File: src/rtl/dice_result_display_if.sv
// Dice roll interface: roll button and dice value in, pip LEDs and result status out.
// Optional DICE_HISTORY_EN adds the 12-bit history of the last four accepted results.
interface dice_result_display_if;
  logic       roll_button;
  logic [2:0] dice_in;
  logic [6:0] pips;
  logic [2:0] result;
  logic       result_valid;
  logic       rolling;
  logic       err;
  logic [7:0] roll_count;
`ifdef DICE_HISTORY_EN
  logic [11:0] history;

  modport master (output roll_button, dice_in,
                  input  pips, result, result_valid, rolling, err, roll_count, history);
  modport slave  (input  roll_button, dice_in,
                  output pips, result, result_valid, rolling, err, roll_count, history);
`else
  modport master (output roll_button, dice_in,
                  input  pips, result, result_valid, rolling, err, roll_count);
  modport slave  (input  roll_button, dice_in,
                  output pips, result, result_valid, rolling, err, roll_count);
`endif
endinterface

File: src/rtl/dice_result_display.sv
// Dice result display: debounces the roll button, animates while rolling, captures the settled
// dice value and drives the 7-LED pip pattern. Optional result history under DICE_HISTORY_EN.
module dice_result_display #(
  parameter int DEBOUNCE_CYCLES = 4,
  parameter int SETTLE_CYCLES   = 8,
  parameter int ANIM_DIV        = 16
) (
  input logic                   clk,
  input logic                   reset,
  dice_result_display_if.slave  dice_if
);

  localparam int DEB_W  = $clog2(DEBOUNCE_CYCLES);
  localparam int SET_W  = $clog2(SETTLE_CYCLES + 1);
  localparam int ANIM_W = $clog2(ANIM_DIV);
  localparam logic [DEB_W-1:0]  DEB_LAST  = DEB_W'(DEBOUNCE_CYCLES - 1);
  localparam logic [SET_W-1:0]  SET_LAST  = SET_W'(SETTLE_CYCLES - 1);
  localparam logic [ANIM_W-1:0] ANIM_LAST = ANIM_W'(ANIM_DIV - 1);

  typedef enum logic [1:0] {
    ST_IDLE    = 2'd0,
    ST_ROLLING = 2'd1,
    ST_SETTLE  = 2'd2,
    ST_SHOW    = 2'd3
  } state_t;

  function automatic logic [6:0] face_pips(input logic [2:0] v);
    case (v)
      3'd1:    face_pips = 7'h08;
      3'd2:    face_pips = 7'h41;
      3'd3:    face_pips = 7'h49;
      3'd4:    face_pips = 7'h63;
      3'd5:    face_pips = 7'h6B;
      3'd6:    face_pips = 7'h77;
      default: face_pips = 7'h00;
    endcase
  endfunction

  // Clockwise spin around the outer pips: TL, TR, MR, BR, BL, ML.
  function automatic logic [6:0] spin_pips(input logic [2:0] idx);
    case (idx)
      3'd0:    spin_pips = 7'h01;
      3'd1:    spin_pips = 7'h02;
      3'd2:    spin_pips = 7'h10;
      3'd3:    spin_pips = 7'h40;
      3'd4:    spin_pips = 7'h20;
      3'd5:    spin_pips = 7'h04;
      default: spin_pips = 7'h00;
    endcase
  endfunction

  function automatic logic value_ok(input logic [2:0] v);
    value_ok = (v != 3'd0) && (v != 3'd7);
  endfunction

  logic [1:0]        btn_sync_r;
  logic [2:0]        dice_meta_r, dice_sync_r;
  logic              deb_level_r;
  logic [DEB_W-1:0]  deb_cnt_r;
  logic              deb_toggle_s, deb_rise_s, deb_fall_s;
  state_t            state_r, next_state_s;
  logic              capture_s;
  logic [SET_W-1:0]  settle_cnt_r;
  logic [ANIM_W-1:0] anim_cnt_r;
  logic [2:0]        anim_idx_r;
  logic [6:0]        pips_r;
  logic [2:0]        result_r;
  logic              result_valid_r, rolling_r, err_r;
  logic [7:0]        roll_count_r;

  // Two-flop synchronisers for the button and each dice bit.
  always_ff @(posedge clk or negedge reset) begin
    if (!reset) begin
      btn_sync_r  <= 2'b00;
      dice_meta_r <= 3'd0;
      dice_sync_r <= 3'd0;
    end else begin
      btn_sync_r  <= {btn_sync_r[0], dice_if.roll_button};
      dice_meta_r <= dice_if.dice_in;
      dice_sync_r <= dice_meta_r;
    end
  end

  // Debounce edge detect: level flips on the last of DEBOUNCE_CYCLES differing samples.
  always_comb begin
    deb_toggle_s = 1'b0;
    if ((btn_sync_r[1] != deb_level_r) && (deb_cnt_r == DEB_LAST)) begin
      deb_toggle_s = 1'b1;
    end else begin
      deb_toggle_s = 1'b0;
    end
    deb_rise_s = deb_toggle_s & ~deb_level_r;
    deb_fall_s = deb_toggle_s &  deb_level_r;
  end

  // Debounce level and run-length counter.
  always_ff @(posedge clk or negedge reset) begin
    if (!reset) begin
      deb_level_r <= 1'b0;
      deb_cnt_r   <= '0;
    end else if (deb_toggle_s) begin
      deb_level_r <= ~deb_level_r;
      deb_cnt_r   <= '0;
    end else if (btn_sync_r[1] != deb_level_r) begin
      deb_cnt_r   <= deb_cnt_r + DEB_W'(1);
    end else begin
      deb_cnt_r   <= '0;
    end
  end

  // Next-state logic; a re-press during SETTLE wins over settle expiry.
  always_comb begin
    next_state_s = state_r;
    capture_s    = 1'b0;
    case (state_r)
      ST_IDLE, ST_SHOW: begin
        if (deb_rise_s) next_state_s = ST_ROLLING;
        else            next_state_s = state_r;
      end
      ST_ROLLING: begin
        if (deb_fall_s) next_state_s = ST_SETTLE;
        else            next_state_s = ST_ROLLING;
      end
      ST_SETTLE: begin
        if (deb_rise_s) begin
          next_state_s = ST_ROLLING;
        end else if (settle_cnt_r == SET_LAST) begin
          capture_s = 1'b1;
          if (value_ok(dice_sync_r) || (result_r != 3'd0)) next_state_s = ST_SHOW;
          else                                             next_state_s = ST_IDLE;
        end else begin
          next_state_s = ST_SETTLE;
        end
      end
      default: next_state_s = ST_IDLE;
    endcase
  end

  // State register plus animation and settle timers.
  always_ff @(posedge clk or negedge reset) begin
    if (!reset) begin
      state_r      <= ST_IDLE;
      anim_cnt_r   <= '0;
      anim_idx_r   <= 3'd0;
      settle_cnt_r <= '0;
    end else begin
      state_r <= next_state_s;
      if ((next_state_s == ST_ROLLING) && (state_r != ST_ROLLING)) begin
        anim_cnt_r <= '0;
        anim_idx_r <= 3'd0;
      end else if (state_r == ST_ROLLING) begin
        if (anim_cnt_r == ANIM_LAST) begin
          anim_cnt_r <= '0;
          anim_idx_r <= (anim_idx_r == 3'd5) ? 3'd0 : anim_idx_r + 3'd1;
        end else begin
          anim_cnt_r <= anim_cnt_r + ANIM_W'(1);
        end
      end else begin
        anim_cnt_r <= anim_cnt_r;
      end
      if (state_r != ST_SETTLE)           settle_cnt_r <= '0;
      else if (settle_cnt_r != SET_LAST)  settle_cnt_r <= settle_cnt_r + SET_W'(1);
      else                                settle_cnt_r <= settle_cnt_r;
    end
  end

  // Registered result, status and pip outputs.
  always_ff @(posedge clk or negedge reset) begin
    if (!reset) begin
      pips_r         <= 7'h00;
      result_r       <= 3'd0;
      result_valid_r <= 1'b0;
      rolling_r      <= 1'b0;
      err_r          <= 1'b0;
      roll_count_r   <= 8'd0;
    end else begin
      result_valid_r <= 1'b0;
      rolling_r      <= (next_state_s == ST_ROLLING);
      if (capture_s) begin
        if (value_ok(dice_sync_r)) begin
          result_r       <= dice_sync_r;
          result_valid_r <= 1'b1;
          err_r          <= 1'b0;
          roll_count_r   <= (roll_count_r == 8'hFF) ? roll_count_r : roll_count_r + 8'd1;
        end else begin
          err_r <= 1'b1;
        end
      end
      case (state_r)
        ST_IDLE:               pips_r <= 7'h00;
        ST_ROLLING, ST_SETTLE: pips_r <= spin_pips(anim_idx_r);
        ST_SHOW:               pips_r <= face_pips(result_r);
        default:               pips_r <= 7'h00;
      endcase
    end
  end

`ifdef DICE_HISTORY_EN
  logic [11:0] history_r;

  // History shifts only on accepted captures, newest in the low bits.
  always_ff @(posedge clk or negedge reset) begin
    if (!reset) begin
      history_r <= 12'h000;
    end else if (capture_s && value_ok(dice_sync_r)) begin
      history_r <= {history_r[8:0], dice_sync_r};
    end else begin
      history_r <= history_r;
    end
  end

  assign dice_if.history = history_r;
`endif

  assign dice_if.pips         = pips_r;
  assign dice_if.result       = result_r;
  assign dice_if.result_valid = result_valid_r;
  assign dice_if.rolling      = rolling_r;
  assign dice_if.err          = err_r;
  assign dice_if.roll_count   = roll_count_r;

endmodule

File: src/flat_wrapper.sv
// flat-port wrapper written by rule: the top's interface ports become plain ports
module dice_result_display_flat 
#(
  parameter int DEBOUNCE_CYCLES = 4,
  parameter int SETTLE_CYCLES   = 8,
  parameter int ANIM_DIV        = 16
)
  (clk, reset, dice_if_roll_button, dice_if_dice_in, dice_if_pips, dice_if_result, dice_if_result_valid, dice_if_rolling, dice_if_err, dice_if_roll_count);
  dice_result_display_if dice_if_i ();
  input logic clk;
  input logic reset;
  input wire logic [$bits(dice_if_i.roll_button)-1:0] dice_if_roll_button;
  input wire logic [$bits(dice_if_i.dice_in)-1:0] dice_if_dice_in;
  output wire logic [$bits(dice_if_i.pips)-1:0] dice_if_pips;
  output wire logic [$bits(dice_if_i.result)-1:0] dice_if_result;
  output wire logic [$bits(dice_if_i.result_valid)-1:0] dice_if_result_valid;
  output wire logic [$bits(dice_if_i.rolling)-1:0] dice_if_rolling;
  output wire logic [$bits(dice_if_i.err)-1:0] dice_if_err;
  output wire logic [$bits(dice_if_i.roll_count)-1:0] dice_if_roll_count;
  assign dice_if_i.roll_button = dice_if_roll_button;
  assign dice_if_i.dice_in = dice_if_dice_in;
  assign dice_if_pips = dice_if_i.pips;
  assign dice_if_result = dice_if_i.result;
  assign dice_if_result_valid = dice_if_i.result_valid;
  assign dice_if_rolling = dice_if_i.rolling;
  assign dice_if_err = dice_if_i.err;
  assign dice_if_roll_count = dice_if_i.roll_count;
  dice_result_display #(.DEBOUNCE_CYCLES(DEBOUNCE_CYCLES), .SETTLE_CYCLES(SETTLE_CYCLES), .ANIM_DIV(ANIM_DIV)) u_core (.clk(clk), .reset(reset), .dice_if(dice_if_i));
endmodule
File: config.mk
export PLATFORM = sky130hd
export DESIGN_NAME = dice_result_display_flat
export DESIGN_NICKNAME = d
export VERILOG_FILES = /design/src/rtl/dice_result_display_if.sv /design/src/rtl/dice_result_display.sv /design/src/flat_wrapper.sv
export SDC_FILE = /design/constraint.sdc
export NUM_CORES = 1
export LEC_CHECK = 0
export CORE_MARGIN = 8
export CORE_UTILIZATION = 50
export DETAILED_ROUTE_END_ITERATION = 10
export PLACE_DENSITY_LB_ADDON = 0.08
export SYNTH_ARGS = -nofsm -noshare
export SYNTH_HDL_FRONTEND = slang
export SYNTH_SLANG_ARGS = --single-unit
export TNS_END_PERCENT = 10
File: constraint.sdc
create_clock -name clk -period 2.3 [get_ports clk]
set_clock_uncertainty 0.05 [all_clocks]
set_input_delay 0.46 -clock clk [delete_from_list [all_inputs] [get_ports clk]]
set_output_delay 0.46 -clock clk [all_outputs]
set_load 0.1 [all_outputs]
==> flow_metrics.env, run 1 <==
export IMPL_fmaxAchievable_ghz=0.484
export IMPL_edff_count_synth=0
export IMPL_synthFlopType="sky130_fd_sc_hd__dfrtp_1"
export IMPL_detail_route_vias_per_cell=5.43
export IMPL_post_synth_cell_area_avg_um2=10.9
export IMPL_clk_pin_slew_worst_paths_ps=80
export IMPL_setup_viol_count_final=0
export IMPL_fin_crit_sh_pct=89.9
export IMPL_power_static_leakage_uw=0.00114
export IMPL_timing_setup_tns_ps=0
export IMPL_cts_tree="yes"
export IMPL_io_buffers=26
export IMPL_cp_arrival_ps=2190
export IMPL_fp_dieW_um=80.0
export IMPL_result_of_the_run="complete, no violations"
export IMPL_synth_xor_area_share_pct=3.85
export IMPL_floorplan_initialDensity_pct=51.6
export IMPL_first_global_vias=1417
export IMPL_number_of_antenna_violations_at_the_first_check_in_global_routing=0
export IMPL_flow_area_growth_from_synthesis_pct=17.3
export IMPL_syn_inst=188
export IMPL_synth_async_reset_ratio_pct=100
export IMPL_core_ar_um2=3970
export IMPL_total_power_uw=1860
export IMPL_globalRoute_totalOverflow=0
export IMPL_max_cap_violations=0
export IMPL_die_height_um=80.0
export IMPL_hold_path_class="primary input to asynchronous set/reset pin"
export IMPL_yosys_area_share_adder_pct=5.49
export IMPL_synth_yosys_warnings=0
export IMPL_drtPass1Iterations=4
export IMPL_worst_skew_pair_late_latency_ps=290
export IMPL_drive_gt1_share_pct=20.5
export IMPL_postSynthRegisterBits=45
export IMPL_min_period_ps=2070
export IMPL_grt_setup_unrepaired="no"
export IMPL_die_area_um2=6400
export IMPL_pins_over_their_slew_limit=0
export IMPL_average_routed_wire_per_standard_cell_um=13.9
export IMPL_critical_path_endpoint_type="flop"
export IMPL_gp_congestion=0.797
export IMPL_synthesis_nets=203
export IMPL_clockBufferDepth=2
export IMPL_grt_pass1_wl_um=6520
export IMPL_detailedRoute_firstIterationViolations=87
export IMPL_cp_max_fo=11
export IMPL_timing_hold_violations_final=0
export IMPL_power_density_cell_area_nw_per_um2=772
export IMPL_place_hpwl_um=2810
export IMPL_yosys_cell_types_count=39
export IMPL_peakVddDrop_uv=613
export IMPL_critical_path_startpoint_type="flop"
export IMPL_portion_of_synthesized_cell_area_occupied_by_the_leading_cell_type_pct=54.9
export IMPL_cts_buffers=5
export IMPL_vias=1466
export IMPL_synth_compound_area_share_pct=12.1
export IMPL_yosys_area_share_simple_pct=17.9
export IMPL_fp_row_count=23
export IMPL_cts_num_sinks=45
export IMPL_dominant_combinational_cell_family_by_area_after_synthesis="simple AND/OR/NAND/NOR gates"
export IMPL_path_type_of_the_worst_setup_path="flop to flop"
export IMPL_postRouteAntennaNets=0
export IMPL_cts_root_buffer_cell="sky130_fd_sc_hd__clkbuf_8"
export IMPL_ctsHtreeMaxLevel=2
export IMPL_synth_cell_area_um2=2050
export IMPL_gr_usage_all_layers_pct=13.0
export IMPL_worst_endpoint_required_ps=2420
export IMPL_diodes_inserted=0
export IMPL_synth_area_leaders="sky130_fd_sc_hd__dfrtp_1 55%, sky130_fd_sc_hd__ha_1 5.5%, sky130_fd_sc_hd__a21oi_1 4.9%"
export IMPL_boundaryPins=27
export IMPL_yosys_area_top_type="sky130_fd_sc_hd__dfrtp_1"
export IMPL_fillcell_total=330
export IMPL_timing_worst_slew_pin_value_ps=727
export IMPL_synth_area_mux_share_pct=2.08
export IMPL_drt_drc_violations_left=0
export IMPL_nNetsFinal=234
export IMPL_grt_max_degree=36
export IMPL_routed_wl_um=3750
export IMPL_max_slew_margin_pct=51.6
export IMPL_synth_seq_area_share_pct=54.9
## cell usage after synthesis (3+ instances only)
cell,number
sky130_fd_sc_hd__dfrtp_1,45
sky130_fd_sc_hd__a21oi_1,20
sky130_fd_sc_hd__nand2_1,16
sky130_fd_sc_hd__nand3_1,14
sky130_fd_sc_hd__ha_1,9
sky130_fd_sc_hd__o21ai_0,9
sky130_fd_sc_hd__nor2_1,8
sky130_fd_sc_hd__inv_1,7
sky130_fd_sc_hd__nor3_1,7
sky130_fd_sc_hd__xnor2_1,5
sky130_fd_sc_hd__nand4_1,4
sky130_fd_sc_hd__xor2_1,4
sky130_fd_sc_hd__and3_1,3
sky130_fd_sc_hd__nor2b_1,3
## registers in the layout (all words and copies together), names as in the netlist
name                         cells
u_core.dice_if.pips              7
u_core.dice_meta_r               3
u_core.anim_cnt_r                4
u_core.anim_idx_r                3
u_core.settle_cnt_r              4
u_core.dice_if.roll_count        8
u_core.state_r                   2
u_core.dice_if.result            3
u_core.dice_sync_r               3
u_core.dice_if.result_valid      1
u_core.dice_if.rolling           1
u_core.btn_sync_r                2
u_core.deb_cnt_r                 2
u_core.deb_level_r               1
u_core.dice_if.err               1
## final timing paths
path                       slack (ps)                       end                  start  depth (start not counted)
setup / recovery                  230      u_core.anim_idx_r[1]      u_core.state_r[0]                          7
hold / removal                    170  u_core.dice_if.result[0]                  reset                          1
setup reg to reg                  230      u_core.anim_idx_r[1]      u_core.state_r[0]                          7
hold reg to reg                   310     u_core.dice_sync_r[0]  u_core.dice_meta_r[0]                          0
max in group asynchronous        1460    u_core.dice_if.pips[2]                  reset                          2
min in group clk                  310     u_core.dice_sync_r[0]  u_core.dice_meta_r[0]                          0
## stage by stage
stage	setup slack, ps	instance area (um2)	hold WS (ps)	std cells	utilization (%)
6_report	233	2400	170	270	60.5
5_1_grt	41.0	2400	225	270	60.5
4_1_cts	178	2390	203	270	60.2
3_5_place_dp	209	2290	290	262	57.7
3_3_place_gp	313	2290	282	262	57.7
2_1_floorplan	5.49	2050	114	188	-
## critical path, cell delays in order (launching register included)
cell	delay [ps]
sky130_fd_sc_hd__dfrtp_1	390
sky130_fd_sc_hd__inv_1	80
sky130_fd_sc_hd__ha_1	420
sky130_fd_sc_hd__or2b_1	260
sky130_fd_sc_hd__a21oi_1	120
sky130_fd_sc_hd__a211o_1	130
sky130_fd_sc_hd__and4_1	380
sky130_fd_sc_hd__a21oi_1	120
## logic make-up after synthesis
kind of cell	after synthesis
fa+ha+maj	9
compound gates	40
flops	45
buf+inv	12
simple gates	69
mux	4
xor+xnor	9
## cell usage in the layout (no fill, tap or decap), types with 3 or more instances in the layout
cell / count
sky130_fd_sc_hd__clkbuf_8: 7
sky130_fd_sc_hd__a21oi_1: 20
sky130_fd_sc_hd__clkdlybuf4s50_1: 4
sky130_fd_sc_hd__nand4_1: 4
sky130_fd_sc_hd__ha_1: 9
sky130_fd_sc_hd__nor3_1: 7
sky130_fd_sc_hd__o21ai_0: 9
sky130_fd_sc_hd__nand3_1: 14
sky130_fd_sc_hd__nor2_1: 8
sky130_fd_sc_hd__nor2b_1: 3
sky130_fd_sc_hd__and3_1: 3
sky130_fd_sc_hd__xor2_1: 4
sky130_fd_sc_hd__dfrtp_1: 44
sky130_fd_sc_hd__buf_4: 24
sky130_fd_sc_hd__nand2_1: 16
sky130_fd_sc_hd__xnor2_1: 5
sky130_fd_sc_hd__inv_1: 7
## layer usage
metal | track usage [%] | vias up | part of all wire [%]
met5 | 0 | - | 0
met4 | 5.45 | 0 | 1.7
met3 | 4.39 | 7 | 5.0
met2 | 20.0 | 30 | 47
met1 | 16.1 | 704 | 46
li1 | - | 725 | -
## cell type report
class | count | area [um2] | share of cell area [%]
Multi-Input combinational cell | 131 | 861 | 35.8
Timing Repair Buffer | 29 | 225 | 9.37
Clock buffer | 7 | 96.3 | 4.01
Inverter | 7 | 26.3 | 1.09
Tap cell | 50 | 62.6 | 2.60
Clock inverter | 1 | 5.00 | 0.208
Sequential cell | 45 | 1130 | 46.9
## what timing repair did
action                     in CTS  in global routing
gates resized for setup         0                  1
setup endpoints to repair       0                  1
setup buffers                   0                  0
hold buffers                    0                  0
## power breakdown
| part | total (uW) | internal [uW] | switching (uW) |
|---|---|---|---|
| logic | 407 | 148 | 259 |
| clock network | 518 | 271 | 247 |
| registers | 930 | 869 | 61.3 |
Note: power is estimated with default switching activity, not from simulation.
==> run 2: changes to the inputs <==
--- a/config.mk
+++ b/config.mk
@@ -5,6 +5,7 @@
 export SDC_FILE = /design/constraint.sdc
 export NUM_CORES = 1
 export LEC_CHECK = 0
+export ABC_CLOCK_PERIOD_IN_PS = 2300
 export CORE_MARGIN = 8
 export CORE_UTILIZATION = 50
 export DETAILED_ROUTE_END_ITERATION = 10
==> results of run 2 <==
The final DEF is identical to that of run 1; final timing and power are the same.
==> run 3: changes to the inputs <==
--- a/config.mk
+++ b/config.mk
@@ -9,6 +9,7 @@
 export CORE_MARGIN = 8
 export CORE_UTILIZATION = 50
 export DETAILED_ROUTE_END_ITERATION = 10
+export HOLD_SLACK_MARGIN = 0.02
 export PLACE_DENSITY_LB_ADDON = 0.08
 export SYNTH_ARGS = -nofsm -noshare
 export SYNTH_HDL_FRONTEND = slang
==> results of run 3 <==
The final DEF is identical to that of run 1; final timing and power are the same.
